### src/rtl/uart_rx.sv
// UART receiver: oversampled start detect, 3-sample majority vote per bit, LSB-first deserialiser with parity/stop checks.
// Latency: result pulse one cycle after the stop bit's last edge (cycle 11*PRESCALE with parity, 10*PRESCALE without, for 8 data bits).
// Backpressure: none; Data_Valid/PAR_Err/STP_Err are single-cycle pulses that the consumer must take when they occur.
module uart_rx #(
  parameter int DATA_WIDTH = 8,
  parameter int PRESCALE   = 8
) (
  input  logic                  CLK,
  input  logic                  RST,
  input  logic                  RX_IN,
  input  logic                  PAR_EN,
  input  logic                  PAR_TYP,
  output logic [DATA_WIDTH-1:0] P_DATA,
  output logic                  Data_Valid,
  output logic                  PAR_Err,
  output logic                  STP_Err
);

  localparam int EW = $clog2(PRESCALE);
  localparam int BW = $clog2(DATA_WIDTH + 1);

  localparam logic [EW-1:0] EDGE_LAST = EW'(PRESCALE - 1);
  localparam logic [EW-1:0] EDGE_S0   = EW'(PRESCALE / 2 - 1);
  localparam logic [EW-1:0] EDGE_S1   = EW'(PRESCALE / 2);
  localparam logic [EW-1:0] EDGE_S2   = EW'(PRESCALE / 2 + 1);
  localparam logic [BW-1:0] BIT_LAST  = BW'(DATA_WIDTH - 1);

  typedef enum logic [2:0] {
    S_IDLE,
    S_START,
    S_DATA,
    S_PARITY,
    S_STOP
  } state_t;

  state_t                state_q;
  state_t                state_d;
  logic [EW-1:0]         edge_cnt;
  logic [BW-1:0]         bit_cnt;
  logic [2:0]            samp;
  logic [DATA_WIDTH-1:0] shift_q;
  logic                  par_en_q;
  logic                  par_typ_q;
  logic                  par_err_q;

  logic                  bit_end;
  logic                  voted;
  logic                  start_det;
  logic                  shift_en;
  logic                  par_chk;
  logic                  frame_end;

  assign bit_end = (state_q != S_IDLE) && (edge_cnt == EDGE_LAST);
  assign voted   = (samp[0] & samp[1]) | (samp[0] & samp[2]) | (samp[1] & samp[2]);

  // State register; reset drops any partial frame
  always_ff @(posedge CLK or posedge RST) begin
    if (RST) state_q <= S_IDLE;
    else     state_q <= state_d;
  end

  // Next-state: every decision is taken on the last edge of a bit
  always_comb begin
    state_d = state_q;
    case (state_q)
      S_IDLE:   if (!RX_IN) state_d = S_START;
      S_START:  if (bit_end) state_d = voted ? S_IDLE : S_DATA;
      S_DATA:   if (bit_end && (bit_cnt == BIT_LAST)) state_d = par_en_q ? S_PARITY : S_STOP;
      S_PARITY: if (bit_end) state_d = S_STOP;
      S_STOP:   if (bit_end) state_d = S_IDLE;
      default:  state_d = S_IDLE;
    endcase
  end

  // Datapath strobes decoded from the current state
  always_comb begin
    start_det = (state_q == S_IDLE) && !RX_IN;
    shift_en  = (state_q == S_DATA) && bit_end;
    par_chk   = (state_q == S_PARITY) && bit_end;
    frame_end = (state_q == S_STOP) && bit_end;
  end

  // Edge counter: the start-detect cycle is edge 0, so the next cycle is edge 1
  always_ff @(posedge CLK or posedge RST) begin
    if (RST)                                      edge_cnt <= '0;
    else if (start_det)                           edge_cnt <= EW'(1);
    else if ((state_q == S_IDLE) || bit_end)      edge_cnt <= '0;
    else                                          edge_cnt <= edge_cnt + EW'(1);
  end

  // Data bit counter, cleared at each new frame
  always_ff @(posedge CLK or posedge RST) begin
    if (RST)            bit_cnt <= '0;
    else if (start_det) bit_cnt <= '0;
    else if (shift_en)  bit_cnt <= (bit_cnt == BIT_LAST) ? '0 : bit_cnt + BW'(1);
  end

  // Capture the three mid-bit samples used for the vote
  always_ff @(posedge CLK or posedge RST) begin
    if (RST) begin
      samp <= '0;
    end else if (state_q != S_IDLE) begin
      if (edge_cnt == EDGE_S0) samp[0] <= RX_IN;
      if (edge_cnt == EDGE_S1) samp[1] <= RX_IN;
      if (edge_cnt == EDGE_S2) samp[2] <= RX_IN;
    end
  end

  // Frame context: parity mode latched at start detect, data shifted in LSB first
  always_ff @(posedge CLK or posedge RST) begin
    if (RST) begin
      shift_q   <= '0;
      par_en_q  <= 1'b0;
      par_typ_q <= 1'b0;
      par_err_q <= 1'b0;
    end else begin
      if (start_det) begin
        par_en_q  <= PAR_EN;
        par_typ_q <= PAR_TYP;
        par_err_q <= 1'b0;
      end
      if (shift_en) shift_q <= {voted, shift_q[DATA_WIDTH-1:1]};
      if (par_chk)  par_err_q <= voted != ((^shift_q) ^ par_typ_q);
    end
  end

  // Frame result: good word updates P_DATA, otherwise flag the error(s) and keep P_DATA
  always_ff @(posedge CLK or posedge RST) begin
    if (RST) begin
      P_DATA     <= '0;
      Data_Valid <= 1'b0;
      PAR_Err    <= 1'b0;
      STP_Err    <= 1'b0;
    end else begin
      Data_Valid <= 1'b0;
      PAR_Err    <= 1'b0;
      STP_Err    <= 1'b0;
      if (frame_end) begin
        if (voted && !par_err_q) begin
          P_DATA     <= shift_q;
          Data_Valid <= 1'b1;
        end else begin
          PAR_Err <= par_err_q;
          STP_Err <= !voted;
        end
      end
    end
  end

endmodule

### config.mk
export PLATFORM = sky130hd
export DESIGN_NAME = uart_rx
export DESIGN_NICKNAME = d
export VERILOG_FILES = /design/src/rtl/uart_rx.sv
export SDC_FILE = /design/constraint.sdc
export NUM_CORES = 1
export LEC_CHECK = 0
export CAP_MARGIN = 20
export CORE_MARGIN = 10
export CORE_UTILIZATION = 35
export DETAILED_ROUTE_END_ITERATION = 10
export REMOVE_ABC_BUFFERS = 1
export SYNTH_ARGS = -nofsm -noshare
export SYNTH_HDL_FRONTEND = slang
export SYNTH_SLANG_ARGS = --single-unit
### constraint.sdc
create_clock -name CLK -period 5.75 [get_ports CLK]
set_clock_uncertainty 0.15 [all_clocks]
set_input_delay 1.4375 -clock CLK [delete_from_list [all_inputs] [get_ports CLK]]
set_output_delay 1.4375 -clock CLK [all_outputs]
set_load 0.01 [all_outputs]
==> results of run 1 <==
## placed cells by master (no fill, tap or decap)
| cell | netlist | layout |
|---|---|---|
| o21ai_1 | 2 | 2 |
| mux2_1 | 1 | 1 |
| mux2_2 | 18 | 18 |
| nor3_1 | 3 | 3 |
| nand3b_4 | 1 | 1 |
| nor4_4 | 1 | 1 |
| nand2b_1 | 1 | 1 |
| nor3b_1 | 2 | 2 |
| xor2_1 | 2 | 2 |
| clkbuf_8 | 0 | 6 |
| a21o_1 | 1 | 1 |
| a21oi_1 | 1 | 1 |
| ha_1 | 6 | 6 |
| maj3_2 | 1 | 1 |
| and4bb_4 | 1 | 1 |
| o32ai_1 | 2 | 2 |
| buf_4 | 1 | 1 |
| nand2_1 | 12 | 12 |
| or3_1 | 2 | 2 |
| dfrtp_1 | 35 | 35 |
| a22o_1 | 2 | 2 |
| xnor2_1 | 6 | 6 |
| nor4bb_1 | 1 | 1 |
| o31ai_1 | 1 | 1 |
| xnor3_1 | 1 | 1 |
| nor2_2 | 2 | 2 |
| clkdlybuf4s50_1 | 0 | 15 |
| nand3_1 | 6 | 6 |
| clkinv_2 | 0 | 1 |
| nor2_1 | 5 | 5 |
| o21ai_0 | 3 | 3 |
| inv_1 | 7 | 7 |
## final timing paths
kind | end | slack [ps] | cells after the start
max in group asynchronous | samp[1] | 3750 | 3
max | P_DATA[4] | 2990 | 1
max reg2reg | bit_cnt[3] | 3650 | 6
min in group asynchronous | P_DATA[3] | 1400 | 3
min reg2reg | P_DATA[0] | 340 | 1
min | P_DATA[0] | 340 | 1
## metal layers
layer  track usage  wire [um]  vias to the layer above
li1              -          -                      488
met1        0.0861       1210                      518
met2         0.133       1350                       25
met3        0.0276        191                        8
met4        0.0455         59                        0
met5             0          0                        -
## report_power, final
group          internal (mW)  switching (mW)
sequential             0.291          0.0466
combinational         0.0862          0.0885
clock                 0.0938          0.0828
## cells by family after synthesis
kind of cell / count (synthesis) / share of synthesized area
fa+ha+maj: 7 / 0.0529
simple gates: 37 / 0.136
mux: 19 / 0.131
compound gates: 12 / 0.0490
flops: 35 / 0.536
buf+inv: 11 / 0.0375
xor+xnor: 9 / 0.0567
## metrics by stage
step	hold slack, ps	setup slack [ps]	util	total power [mW]	cell area [um2]
2_1_floorplan	315	3340	-	0.469	1600
4_1_cts	355	2970	0.429	0.699	1910
3_5_place_dp	340	2710	0.410	0.519	1820
3_3_place_gp	322	2750	0.410	0.503	1820
5_1_grt	372	2940	0.429	0.739	1910
6_report	344	2990	0.429	0.689	1910
## area by class of cell
class,instances,area [um2]
clock buffer,6,82.6
clock inverter,1,5.00
fill,408,2540
inverter,7,26.3
multi-input combinational,84,696
sequential,35,876
tap,52,65.1
timing repair buffer,16,158
## registers in the layout (all words and copies together), names as in the netlist
register / cells
samp: 3
P_DATA: 8
par_typ_q: 1
Data_Valid: 1
par_err_q: 1
PAR_Err: 1
STP_Err: 1
par_en_q: 1
edge_cnt: 3
state_q: 3
shift_q: 8
bit_cnt: 4
==> results.cfg, run 1 <==
[sta]
maxSlewHeadroom = 0.695
fmax_ghz = 0.362
finalSetupTns_ps = 0
fin_crit_ps = 2760
worstMarginPinSlew_ps = 454
setup_violations = 0
drv_slew = 0
period_share = 0.480
hold_viol_final = 0
rsz0062_at_grt = no

[worst_setup_path]
crit_path_max_fanout = 2
cp_top_family = buffers and inverters
cp-startpoint = P_DATA[4]
critical_path_required_ps = 4160
crit_slowest_cell = clkdlybuf4s50_1
start_kind = register
cp.arrival_ps = 1170
crit_type = reg2out
r2r_start = edge_cnt[0]
path_buf_inv = 1
cp_cell_sequence = clkdlybuf4s50_1
critPathMaxStageDelay_ps = 540
setup.worst_path.end_class = output port

[place]
hpwl_um = 2030
io_buffer_count = 15
place_inst = 194
place_congestion = 0.809

[global_route]
grt_max_degree = 36
antenna_found_initial = 0
grt_use_total = 0.0796
overflow = 0
grt_pass1_vias = 1129
grt_first_pass_wirelength_um = 4920

[floorplan]
die_w_um = 88.3
coreArea_um2 = 4440
start_util = 0.367
die_y_um = 88.3
io_pins = 16
rows = 24
die_area_um2 = 7800

[cts]
cts_setup_buffers = 0
postCtsHoldBufs = 0
postCtsResizedCells = 0
clk_latency_ps = 280
cts-htree-levels = 2
cts_root_buffer = clkbuf_8
cts.sinks = 35
clk_pin_slew_ps = 70
clockBufferDepth = 2
cts_tree = done
cts_buffers = 5

[logic_synthesis]
async_reset_ff_frac = 1.00
syn_area_um2 = 1630
synth_area_leaders = dfrtp_1 (54%), mux2_2 (12%), ha_1 (4.6%)
yosys-top-cells-count = dfrtp_1 (35), mux2_2 (18), nand2_1 (12)
yosys_warnings = 0
synth-seq-cells = 35
synth_seq_area_share = 0.536
ys_types = 31
ys.flop_type = dfrtp_1
syn_inst = 130
synth-edff-count = 0
yosysTopAreaCellShare = 0.536
synth_top_cell_by_area = dfrtp_1
syn_area_per_cell_um2 = 12.6
synth_most_common_cell = dfrtp_1

[routing]
wire_per_inst_um = 14.0
viasPerCell = 5.17
vias = 1039
drtAntennaViolNets = 0
dr.first_iter.drc_count = 54
wirelength_um = 2810
first_pass_iters = 4
drc_errors = 0

[finish]
instances_no_fill = 201
fin_nets = 160
drive_above_1_share = 0.215
n_antenna_cell = 0
areaGrowthSynthToFinish_pct = 16.9

[hold_path]
hold_class = reg2reg
hp-start = P_DATA[0]

[pwr]
vdd_ir_drop_max_mv = 0.254
powerDensity_nw_per_um2 = 361
power.leakage_nw = 0.881

[flow_run]
maxCapViolCount = 0

[status]
status = completed
No activity file was read; power rests on OpenSTA's default activity.
==> inputs of run 2 (changes only) <==
==> constraint.sdc (replaced) <==
create_clock -name CLK -period 2.6 [get_ports CLK]
set_clock_uncertainty 0.15 [all_clocks]
set_input_delay 0.65 -clock CLK [delete_from_list [all_inputs] [get_ports CLK]]
set_output_delay 0.65 -clock CLK [all_outputs]
set_load 0.01 [all_outputs]
==> run 2 against run 1 <==
- global-route usage is 0.45 points higher
- non-clock buffer count did not move
- power is 150% higher
- combinational power rose by 110%
- first-iteration DRC count down 52%
- critical endpoint is now bit_cnt[3]
- wire length grew 3.5%
==> results.cfg, run 2 (synthesis results as in run 1) <==
[finish]
num-fill-cells = 412
multiInputGateArea_um2 = 696
seqCellArea_um2 = 876
layout_commonest_cell = dfrtp_1
n_antenna_cell = 0
areaGrowthSynthToFinish_pct = 19.6
drive_above_1_share = 0.213
final_util = 0.439
fin_nets = 160
final_cell_mix = dfrtp_1 (35), mux2_2 (18), clkdlybuf4s50_1 (15), nand2_1 (12), inv_1 (7)
stdcell_area_um2 = 1950
reg_top3 = P_DATA (8), shift_q (8), bit_cnt (4)
instances_no_fill = 202

[global_route]
grt_max_degree = 36
antenna_found_initial = 0
grt_util_met3 = 0.0395
met2_usage = 0.143
grt_pass1_vias = 1145
grt_use_total = 0.0841
grt_most_used_layer = met2
grt_util_met1 = 0.0876
overflow = 0
grt_first_pass_wirelength_um = 5110

[worst_setup_path]
crit_path_max_fanout = 14
crit_slowest_cell = and4bb_4
reg2reg_depth = 6
rrSetupSlack_ps = 510
critPathMaxStageDelay_ps = 430
setup.worst_path.end_class = register
cp-startpoint = edge_cnt[0]
start_kind = register
cp.arrival_ps = 2120
crit_end = bit_cnt[3]
critical_path_required_ps = 2630
reg2reg_to = bit_cnt[3]
r2r_start = edge_cnt[0]
path_common_cell = ha_1
crit_type = reg2reg
cp_cell_sequence = ha_1 > ha_1 > and4bb_4 > nor2_2 > a21o_1 > a22o_1

[cts]
clk_latency_ps = 290
cts-htree-levels = 2
postCtsResizedCells = 0
postCtsHoldBufs = 0
cts_root_buffer = clkbuf_8
cts_tree = done
clk_pin_slew_ps = 70
clockBufferDepth = 2
cts.sinks = 35
cts_setup_buffers = 0
cts_buffers = 5

[sta]
hold_viol_final = 0
whs_ps = 357
fmax_ghz = 0.478
maxSlewHeadroom = 0.665
worstMarginPinSlew_ps = 499
rsz0062_at_grt = no
setup_violations = 0
fin_crit_ps = 2090
period_share = 0.805
worst_slack_ps = 508
drv_slew = 0
finalSetupTns_ps = 0

[hold_path]
hold_class = reg2reg

[place]
hpwl_um = 2050
place_congestion = 0.799
io_buffer_count = 15
dp_slack_ps = 328
dpl_cell_area_um2 = 1820
place_inst = 194

[routing]
vias = 1037
dr.first_iter.drc_count = 26
wirelength_um = 2900
drtAntennaViolNets = 0
wire_per_inst_um = 14.4
drc_errors = 0
viasPerCell = 5.13
first_pass_iters = 3

[flow_run]
maxCapViolCount = 0

[pwr]
sw_frac_of_total = 0.286
combPwrFrac = 0.220
power.leakage_nw = 0.899
total_power_mw = 1.70
vdd_ir_drop_max_mv = 0.578
p_seq_frac = 0.440
intPower_mw = 1.21
p_sw_uw = 486
power.share.clock = 0.340
powerDensity_nw_per_um2 = 871

[floorplan]
die_w_um = 88.3
io_pins = 16
die_area_um2 = 7800
start_util = 0.367
coreArea_um2 = 4440
rows = 24
die_y_um = 88.3

[status]
status = completed
==> run 2: worst min path at each step <==
stage / endpoint / depth (start not counted) / slack (ps) / startpoint
after floorplan: par_typ_q / 2 / 320 / par_typ_q
after global placement: P_DATA[0] / 1 / 320 / P_DATA[0]
after detailed placement: par_typ_q / 2 / 340 / par_typ_q
after CTS: par_typ_q / 2 / 360 / par_typ_q
after global routing: P_DATA[3] / 1 / 380 / P_DATA[3]
final: P_DATA[0] / 1 / 360 / P_DATA[0]
==> run 2: worst max-delay path: cells and delay by family, from the launching register on <==
family	cells	cell delay, ps
AOI/OAI and AO/OA	2	380
and+or+nand+nor	2	520
DFF	1	400
adders and majority gates	2	530
==> run 2: layout make-up <==
type / instances / share of cell area
flip-flops and latches: 35 / 0.448
multi-input cells: 84 / 0.356
repair buffers: 16 / 0.0807
clock buffers: 6 / 0.0372
well taps: 52 / 0.0333
clock inverters: 2 / 0.0307
inverters: 7 / 0.0135
==> run 2: layer usage <==
metal	vias up	routed length, um
li1	490	-
met1	518	1260
met4	0	57
met5	-	0
met2	21	1400
met3	8	189
==> run 2: power by group through the flow <==
| stage | registers (mW) | clock network, mW | logic (mW) |
|---|---|---|---|
| global placement | 0.749 | 0 | 0.364 |
| floorplan | 0.731 | 0 | 0.307 |
| global route | 0.765 | 0.616 | 0.427 |
| finish | 0.749 | 0.578 | 0.374 |
| detailed placement | 0.756 | 0 | 0.379 |
| CTS | 0.747 | 0.589 | 0.381 |
